--- config.mk ---
export PLATFORM = sky130hd
export DESIGN_NAME = fc_state_rx
export DESIGN_NICKNAME = d
export VERILOG_FILES = /design/src/rtl/fc_pkg.sv /design/src/rtl/fc_os_decode.sv /design/src/rtl/fc_state_rx.sv
export SDC_FILE = /design/constraint.sdc
export NUM_CORES = 1
export LEC_CHECK = 0
export CAP_MARGIN = 20
export CORE_MARGIN = 3
export CORE_UTILIZATION = 40
export CTS_CLUSTER_DIAMETER = 40
export CTS_CLUSTER_SIZE = 40
export DETAILED_ROUTE_END_ITERATION = 10
export GPL_ROUTABILITY_DRIVEN = 0
export PLACE_DENSITY = 0.69
export SYNTH_ARGS = -nofsm -noshare
export SYNTH_HDL_FRONTEND = slang
export SYNTH_SLANG_ARGS = --single-unit
export TNS_END_PERCENT = 20
--- constraint.sdc ---
create_clock -name clk -period 2.21 [get_ports clk]
set_input_delay 0.3315 -clock clk [delete_from_list [all_inputs] [get_ports clk]]
set_output_delay 0.3315 -clock clk [all_outputs]
set_load 0.01 [all_outputs]
--- src/rtl/fc_pkg.sv ---
// Shared Fibre Channel receive definitions: word classes, ordered-set constants
// and the primitive recognition count.
package fc;

    typedef enum logic [3:0] {
        SEQ_NONE,
        SEQ_DATA,
        SEQ_UNKNOWN,
        SEQ_IDLE,
        SEQ_ARBFF,
        SEQ_OLS,
        SEQ_NOS,
        SEQ_LR,
        SEQ_LRR
    } rx_seq_t;

    localparam int unsigned SEQ_RECOGNIZE_COUNT = 3;

    localparam logic [31:0] IDLE  = 32'hBC95B5B5;
    localparam logic [31:0] ARBFF = 32'hBC94FFFF;
    localparam logic [31:0] OLS   = 32'hBC358A55;
    localparam logic [31:0] NOS   = 32'hBC55BF45;
    localparam logic [31:0] LR    = 32'hBC49BF49;
    localparam logic [31:0] LRR   = 32'hBC35BF49;

    // Only these classes are eligible to become the recognized sequence.
    function automatic logic is_primitive(rx_seq_t c);
        return (c == SEQ_IDLE) || (c == SEQ_ARBFF) || (c == SEQ_OLS) ||
               (c == SEQ_NOS)  || (c == SEQ_LR)    || (c == SEQ_LRR);
    endfunction

endpackage

--- src/rtl/fc_os_decode.sv ---
// Combinational ordered-set classifier for one decoded 32-bit receive word.
module fc_os_decode
    import fc::*;
(
    input  logic [31:0] data,
    input  logic [3:0]  datak,
    output rx_seq_t     cls
);

    always_comb begin
        cls = SEQ_UNKNOWN;
        if (datak == 4'b0000) begin
            cls = SEQ_DATA;
        end else if (datak == 4'b1000) begin
            case (data)
                IDLE:    cls = SEQ_IDLE;
                ARBFF:   cls = SEQ_ARBFF;
                OLS:     cls = SEQ_OLS;
                NOS:     cls = SEQ_NOS;
                LR:      cls = SEQ_LR;
                LRR:     cls = SEQ_LRR;
                default: cls = SEQ_UNKNOWN;
            endcase
        end
    end

endmodule

--- src/rtl/fc_state_rx.sv ---
// Receive-side primitive recognizer: tracks runs of identical ordered sets and
// latches a primitive sequence after three in a row; counts unknown K-words.
module fc_state_rx
    import fc::*;
(
    input  logic        clk,
    input  logic        reset,
    input  logic [31:0] data,
    input  logic [3:0]  datak,
    input  logic        valid,
    input  logic        err_clear,
    output rx_seq_t     rx_word,
    output rx_seq_t     rx_seq,
    output logic        rx_seq_change,
    output logic [15:0] code_err_count
);

    localparam logic [1:0] RUN_LATCH = 2'(SEQ_RECOGNIZE_COUNT);

    rx_seq_t     cls;
    rx_seq_t     rx_word_q, rx_word_d;
    rx_seq_t     rx_seq_q, rx_seq_d;
    rx_seq_t     last_q, last_d;
    logic [1:0]  run_q, run_d;
    logic        change_q, change_d;
    logic [15:0] err_q, err_d;

    fc_os_decode u_decode (
        .data  (data),
        .datak (datak),
        .cls   (cls)
    );

    always_comb begin
        rx_word_d = rx_word_q;
        rx_seq_d  = rx_seq_q;
        last_d    = last_q;
        run_d     = run_q;
        change_d  = 1'b0;
        err_d     = err_q;
        if (valid) begin
            rx_word_d = cls;
            if (cls == last_q) begin
                if (run_q != 2'd3) run_d = run_q + 2'd1;
            end else begin
                last_d = cls;
                run_d  = 2'd1;
            end
            // Re-recognizing the already latched class is not a change.
            if (run_d == RUN_LATCH && is_primitive(cls) && cls != rx_seq_q) begin
                rx_seq_d = cls;
                change_d = 1'b1;
            end
            if (cls == SEQ_UNKNOWN && err_q != 16'hFFFF) err_d = err_q + 16'd1;
        end
        if (err_clear) err_d = '0;
    end

    always_ff @(posedge clk or posedge reset) begin
        if (reset) begin
            rx_word_q <= SEQ_NONE;
            rx_seq_q  <= SEQ_NONE;
            last_q    <= SEQ_NONE;
            run_q     <= 2'd0;
            change_q  <= 1'b0;
            err_q     <= 16'd0;
        end else begin
            rx_word_q <= rx_word_d;
            rx_seq_q  <= rx_seq_d;
            last_q    <= last_d;
            run_q     <= run_d;
            change_q  <= change_d;
            err_q     <= err_d;
        end
    end

    assign rx_word        = rx_word_q;
    assign rx_seq         = rx_seq_q;
    assign rx_seq_change  = change_q;
    assign code_err_count = err_q;

endmodule

Yosys cells after proc, flatten, opt, wreduce, memory -nomap -nowiden:

Index checks and enable logic that the tools add are counted.

* output and inout port bits: 25
* input bits: 40
* bits in registers: 31
* logic and storage cells: 53

* reductions and logical operators: 14
* equality and inequality tests: 19
* add/sub/neg operators: 2
* bitwise logic cells: 1
* mux-type cells: 11

Operator list (count)
* equality test 32 bit (second input constant): 6
* 2-to-1 mux 16 bit: 3
* one-hot mux 4 bit (6 select lines): 1
* adder 16 x 1 -> 16 bit (second input constant): 1
* equality test 4 x 3 -> 1 bit (second input constant): 4
* != test 16 bit (second input constant): 1
* equality test 4 x 2 -> 1 bit (second input constant): 2
* equality test 4 bit (second input constant): 2
* 2-to-1 mux 4 bit: 2
* 2-to-1 mux 2 bit: 3
* AND reduction 2 bit: 3
* logical OR 1 bit: 5
* equality test 4 bit: 1
* logical NOT 4 bit: 1
* != test 4 bit: 1
* nonzero test 2 bit: 2
* logical AND 1 bit: 3
* adder 2 x 1 -> 2 bit (second input constant): 1
* equality test 2 bit (second input constant): 1
* 2-to-1 mux 1 bit: 2
* != test 2 bit (second input constant): 1
* NOT 1 bit: 1

Longest topological paths before layout:

* depth in word-level cells: 14
* gate-level depth with buffers: 10

Modules after synthesis:

A second synthesis with hierarchy kept.

* cells, all modules: 221
* area, all modules: 2088.3 um^2

By module, submodules not included
* fc_state_rx: times used 1, cells each 168, area an instance 1690.4 um^2, seq. area each 775.7 um^2
* fc_os_decode: times used 1, cells each 53, area an instance 397.9 um^2, seq. area each 0.0 um^2

Worst setup path before layout:

OpenSTA, ideal clock, no wires.

* kind: input-to-reg
* start point: input port data[24]
* end point: register rx_seq_q[0], in the netlist rx_seq[0]
* setup slack: -0.580 ns
* required time: 2.082 ns
* data arrival time: 2.662 ns
* library setup time: 0.128 ns
* cell stages on the path: 9
* buffers on the path: 0
* cells stage by stage: and4bb_1 nand4_2 or3_4 or3_4 o21ai_4 xor2_2 o311a_1 o211ai_2 mux2_1

* longest elaborated chain between the ends: 13
* elaborated cells on any way between the ends: 28
* those cells by class: 15 x eq/ne; 5 x mux; 8 x reduce/logical

RTL lines
* start: declaration: RTL line fc_state_rx.sv:8 `input logic [31:0] data,`
* equality test 32 bit: RTL line fc_os_decode.sv:15 `case (data)`
* one-hot mux 4 bit (6 select lines) *: RTL line fc_os_decode.sv:15
* 2-to-1 mux 4 bit *: RTL line fc_os_decode.sv:14 `end else if (datak == 4'b1000) begin`
* 2-to-1 mux 4 bit *: RTL line fc_os_decode.sv:12 `if (datak == 4'b0000) begin`
* parallel branches: the longest is 9 deep, another holds equality test 4 bit
* end signal: assignment: RTL line fc_state_rx.sv:69 `rx_seq_q <= rx_seq_d;`
* end: declaration: RTL line fc_state_rx.sv:22 `rx_seq_t rx_seq_q, rx_seq_d;`

Every way passes the cells marked *. The select of a mux whose other input is x is not followed.
A chain may end at the register's enable or synchronous reset.

Final worst setup path:

* start point: input port data[8]
* end point: register rx_seq_q[3], in the netlist rx_seq[3]

The elaborated chain is that of the path after synthesis.

==> flow_summary.html <==
<table>
<tr><th>Metric</th><th>Value</th></tr>
<tr><th colspan="2">Setup path</th></tr>
<tr><td>Endpoint required time on the critical path</td><td>2.38 ns</td></tr>
<tr><td>Max Fanout on Critical Path</td><td>5</td></tr>
<tr><td>Minimum setup slack among reg-to-reg paths</td><td>-0.09 ns</td></tr>
<tr><td>CP endpoint kind</td><td>register</td></tr>
<tr><td>Critical Path Stages</td><td>10</td></tr>
<tr><td>Arrival @ worst endpoint</td><td>2.82 ns</td></tr>
<tr><td>FF-to-FF path depth</td><td>9</td></tr>
<tr><td>WS Path Type</td><td>in2reg</td></tr>
<tr><td>Buffers plus inverters on the worst setup path</td><td>1</td></tr>
<tr><td>Ordered cell list for the critical path</td><td>clkdlybuf4s15_2 -&gt; nor3_2 -&gt; nand4_1 -&gt; or2_4 -&gt; o221a_4 -&gt; o21ai_2 -&gt; nand3_2 -&gt; o311a_1 -&gt; o211ai_2 -&gt; mux2_4</td></tr>
<tr><td>Cell with the biggest individual delay on the critical path</td><td>sky130_fd_sc_hd__o311a_1</td></tr>
<tr><td>Dominant delay contributor by cell family on the critical path</td><td>compound AO/OA/AOI/OAI gates</td></tr>
<tr><td>Highest cell delay on the worst timing path</td><td>0.37 ns</td></tr>
<tr><td>Type of element launching the critical path</td><td>primary input</td></tr>
<tr><th colspan="2">Timing</th></tr>
<tr><td>Shortest period the worst path allows</td><td>between 2 and 3 ns</td></tr>
<tr><td>Max-Slew Margin vs Limit</td><td>58.77%</td></tr>
<tr><td>Clock tree skew after final layout</td><td>around 0.0084 ns</td></tr>
<tr><td>Hold slack final</td><td>0.4606 ns</td></tr>
<tr><td>Final number of max-transition violations</td><td>0</td></tr>
<tr><td>Unrepaired setup endpoints after global routing</td><td>yes</td></tr>
<tr><td>Maximum clock rate</td><td>376.5 MHz</td></tr>
<tr><td>Portion of the clock cycle consumed by the worst path in the final layout</td><td>120.2%</td></tr>
<tr><td>Transition at the pin with the smallest max-transition slack</td><td>0.6165 ns</td></tr>
<tr><td>Setup-violating endpoint count in the final report</td><td>23</td></tr>
<tr><td>Number of hold-slack violations in the final timing report</td><td>0</td></tr>
<tr><td>Setup slack after layout</td><td>-0.4459 ns</td></tr>
<tr><th colspan="2">Power</th></tr>
<tr><td>Sequential Power Share</td><td>44.2%</td></tr>
<tr><td>Switching power</td><td>366.1 µW</td></tr>
<tr><td>Internal power</td><td>between 900 and 1000 µW</td></tr>
<tr><td>Part of the power in the clock network</td><td>33.5%</td></tr>
<tr><td>VDD IR max</td><td>0.0003894 V</td></tr>
<tr><td>Total Power</td><td>1356 µW</td></tr>
<tr><td>Leak pwr</td><td>0.001599 µW</td></tr>
<tr><td>Power per cell area</td><td>372.3 nW/µm²</td></tr>
<tr><td>Switching Share</td><td>27.01%</td></tr>
<tr><td>Comb pwr share</td><td>~22%</td></tr>
<tr><th colspan="2">Routing</th></tr>
<tr><td>Number of nets with antenna violations after routing</td><td>0</td></tr>
<tr><td>Drt first-iter violations</td><td>155</td></tr>
<tr><td>Overall routed net length</td><td>7681 µm</td></tr>
<tr><td>TritonRoute pass-1 iters</td><td>4</td></tr>
<tr><td>WL per Instance</td><td>around 17 µm</td></tr>
<tr><td>Average vias per placed instance</td><td>~5.7</td></tr>
<tr><td>Via count</td><td>2,512</td></tr>
<tr><td>Post-detailed-route DRC marker count</td><td>0</td></tr>
<tr><th colspan="2">Logic synthesis</th></tr>
<tr><td>Post-synth cell types</td><td>70</td></tr>
<tr><td>Synthesized cell area</td><td>roughly 2100 µm²</td></tr>
<tr><td>Post-synth top flop</td><td>sky130_fd_sc_hd__dfrtp_1</td></tr>
<tr><td>Count of flip-flops with a built-in enable after synthesis</td><td>0</td></tr>
<tr><td>Count of state elements after synthesis</td><td>31</td></tr>
<tr><td>Cells after synthesis</td><td>230</td></tr>
<tr><td>Sequential cell area fraction in the yosys report</td><td>36.60%</td></tr>
<tr><td>Post-Synthesis Net Count</td><td>271</td></tr>
<tr><td>FFs w/ async S/R, synth</td><td>100.0%</td></tr>
<tr><td>Avg Synthesized Cell Area</td><td>9.215 µm²</td></tr>
<tr><td>Ys Warns</td><td>0</td></tr>
<tr><th colspan="2">Worst hold path</th></tr>
<tr><td>Hold/Removal Path Class</td><td>in2async</td></tr>
<tr><th colspan="2">Floorplan</th></tr>
<tr><td>Initial Utilization</td><td>43.16%</td></tr>
<tr><td>Number of top-level design ports</td><td>65</td></tr>
<tr><td>Width of the chip</td><td>just under 80 µm</td></tr>
<tr><td>Die outline area</td><td>between 6000 and 7000 µm²</td></tr>
<tr><td>Row count</td><td>25</td></tr>
<tr><td>Chip height</td><td>78.80 µm</td></tr>
<tr><td>Placeable core region</td><td>roughly 5000 µm²</td></tr>
<tr><th colspan="2">Clock network</th></tr>
<tr><td>Clock-pin transition on the worst setup and hold timing paths</td><td>0.07 ns</td></tr>
<tr><td>Worst-case clock buffer depth</td><td>2</td></tr>
<tr><td>Deepest level of the CTS H-tree</td><td>2</td></tr>
<tr><td>Clock tree root buffer cell</td><td>sky130_fd_sc_hd__clkbuf_8</td></tr>
<tr><td>Hold Buf Count CTS</td><td>0</td></tr>
<tr><td>Insertion delay of the later-clocked pin in the worst-skew pair</td><td>0.28 ns</td></tr>
<tr><td>Clock net sink count</td><td>31</td></tr>
<tr><td>Number of buffers created by CTS</td><td>5</td></tr>
<tr><td>CTS tree</td><td>built</td></tr>
<tr><th colspan="2">GRT</th></tr>
<tr><td>Total Routing Usage GR</td><td>23.47%</td></tr>
<tr><td>Gr ovfl total</td><td>0</td></tr>
<tr><td>Initial antenna violation count</td><td>0</td></tr>
<tr><td>Global-route wire length before repair</td><td>11,590 µm</td></tr>
<tr><td>Maximum number of pins on one net before global-route repair</td><td>32</td></tr>
<tr><td>Vias in the first global route</td><td>around 2.5k</td></tr>
<tr><th colspan="2">Final layout</th></tr>
<tr><td>Number of non-filler instances in the completed layout</td><td>440</td></tr>
<tr><td>Final-stage net count</td><td>414</td></tr>
<tr><td>Synth-to-layout area growth</td><td>71.78%</td></tr>
<tr><td>Number of antenna cells inserted</td><td>0</td></tr>
<tr><td>Share of post-route cells with drive strength above 1</td><td>between 40% and 50%</td></tr>
<tr><th colspan="2">Run status</th></tr>
<tr><td>Run status</td><td>finished, violations left</td></tr>
<tr><td>Failing checks</td><td>setup timing</td></tr>
<tr><th colspan="2">Flow run</th></tr>
<tr><td>Reported max-cap violation count</td><td>0</td></tr>
<tr><th colspan="2">Placed design</th></tr>
<tr><td>Port Buffers</td><td>64</td></tr>
<tr><td>Placed instance count</td><td>412</td></tr>
<tr><td>HPWL after detailed placement</td><td>4838 µm</td></tr>
</table>
flip-flops by register name (all words and copies together) (netlist names):
signal and flops:
rx_seq_change 1, code_err_count 16, rx_word 4, run_q 2
rx_seq 4, last_q 4
cells in the final DEF (no fill, tap or decap), types with 9 or more instances in the layout:
master / netlist / layout
sky130_fd_sc_hd__a21oi_1: 11 / 10
sky130_fd_sc_hd__buf_2: 0 / 18
sky130_fd_sc_hd__buf_4: 0 / 64
sky130_fd_sc_hd__buf_6: 0 / 14
sky130_fd_sc_hd__clkdlybuf4s50_1: 0 / 28
sky130_fd_sc_hd__dfrtp_1: 31 / 31
sky130_fd_sc_hd__inv_1: 9 / 9
sky130_fd_sc_hd__nand2_1: 16 / 15
sky130_fd_sc_hd__nand4_1: 12 / 12
sky130_fd_sc_hd__nor2_1: 26 / 24
sky130_fd_sc_hd__o21ai_0: 11 / 11
sky130_fd_sc_hd__or3_1: 11 / 11
metal layers:
layer | GRT usage, % | part of all wire [%] | vias to the layer above
met2 | 41.60 | 51 | 105
met4 | 7.517 | 3.4 | 0
met1 | 28.65 | 39 | 1224
met3 | 4.308 | 5.8 | 28
li1 | - | - | 1155
met5 | 0 | 0 | -
path summary, 6_finish.rpt:
kind,to,from
setup reg to reg,code_err_count[7],code_err_count[5]
hold / removal,run_q[1],reset
max in group asynchronous,code_err_count[3],reset
min in group clk,rx_word[1],rx_word[1]
hold reg to reg,rx_word[1],rx_word[1]
setup / recovery,rx_seq[3],data[8]
synthesized netlist by cell type (2+ instances only):
master / count / share of area [%]
sky130_fd_sc_hd__dfrtp_1: 31 / 37
sky130_fd_sc_hd__nor2_1: 26 / 4.6
sky130_fd_sc_hd__nand2_1: 16 / 2.8
sky130_fd_sc_hd__nand4_1: 12 / 3.5
sky130_fd_sc_hd__a21oi_1: 11 / 2.6
sky130_fd_sc_hd__o21ai_0: 11 / 2.6
sky130_fd_sc_hd__or3_1: 11 / 3.2
sky130_fd_sc_hd__inv_1: 9 / 1.6
sky130_fd_sc_hd__nor3_1: 7 / 1.7
sky130_fd_sc_hd__xnor2_1: 7 / 2.9
sky130_fd_sc_hd__and4_1: 5 / 2.1
sky130_fd_sc_hd__and3_1: 4 / 1.2
sky130_fd_sc_hd__nand3_1: 4 / 0.94
sky130_fd_sc_hd__xor2_1: 4 / 1.7
sky130_fd_sc_hd__and2_1: 3 / 0.89
sky130_fd_sc_hd__clkbuf_1: 3 / 0.53
sky130_fd_sc_hd__nand4b_1: 3 / 1.2
sky130_fd_sc_hd__a21boi_0: 2 / 0.71
sky130_fd_sc_hd__a21o_2: 2 / 0.83
sky130_fd_sc_hd__and4bb_1: 2 / 1.2
sky130_fd_sc_hd__and4bb_2: 2 / 1.2
sky130_fd_sc_hd__mux2_1: 2 / 1.1
sky130_fd_sc_hd__mux2_2: 2 / 1.1
sky130_fd_sc_hd__nor4_1: 2 / 0.59
sky130_fd_sc_hd__o311a_1: 2 / 0.94
sky130_fd_sc_hd__o31ai_1: 2 / 0.71
sky130_fd_sc_hd__or3_4: 2 / 1.1
what timing repair did:
action,CTS,global route
pin swaps,50,29
setup buffers,11,10
endpoints found under the setup margin,25,24
gates resized for setup,141,31
endpoints found under the hold margin,0,0
gates cloned,1,0
cells by family after synthesis:
group	Yosys count	share of synthesized area, %
muxes	5	2.597
AOI/OAI and AO/OA	49	16.65
DFF	31	36.60
buffers and inverters	13	2.302
and+or+nand+nor	119	35.95
xor gates and xnor gates	12	5.313
adders and majority gates	1	0.5902
worst reg2reg max path, cell delays in order (launching register included):
cell and delay (ns):
sky130_fd_sc_hd__dfrtp_1 0.38, sky130_fd_sc_hd__and4_1 0.23, sky130_fd_sc_hd__and4_1 0.21, sky130_fd_sc_hd__nand4_1 0.15, sky130_fd_sc_hd__nor2_1 0.09, sky130_fd_sc_hd__a211oi_2 0.20
sky130_fd_sc_hd__nor3b_4 0.32, sky130_fd_sc_hd__nand2_2 0.13, sky130_fd_sc_hd__or3_1 0.40, sky130_fd_sc_hd__a21oi_2 0.13
power by group through the flow:
| stage | clock network [µW] | registers [µW] | logic [µW] |
|---|---|---|---|
| 2_1_floorplan | 0 | 612 | 96.6 |
| 3_3_place_gp | 0 | 608 | 271 |
| 3_5_place_dp | 0 | 609 | 277 |
| 4_1_cts | 450 | 598 | 283 |
| 5_1_grt | 486 | 601 | 328 |
| 6_report | 454 | 599 | 303 |
per-stage QoR:
step / TNS, ns / area, µm² / setup slack (ns) / util (%)
detailed placement: -18.99 / 3242 / -1.012 / 66.01
global route: -6.116 / 3641 / -0.5401 / 74.14
global placement: -17.64 / 3242 / -0.9075 / 66.01
floorplan: -2.553 / 2120 / -0.4509 / -
finish: -3.898 / 3641 / -0.4459 / 74.14
CTS: -3.560 / 3535 / -0.4119 / 71.97
area by class of cell:
| class | count | area, µm² |
|---|---|---|
| clock buffer | 6 | 82.58 |
| clock inverter | 1 | 5.005 |
| fill | 359 | 1270 |
| inverter | 9 | 33.78 |
| multi-input combinational | 187 | 1533 |
| sequential | 31 | 775.7 |
| tap | 67 | 83.83 |
| timing repair buffer | 139 | 1127 |
(Power assumes the default switching activity.)
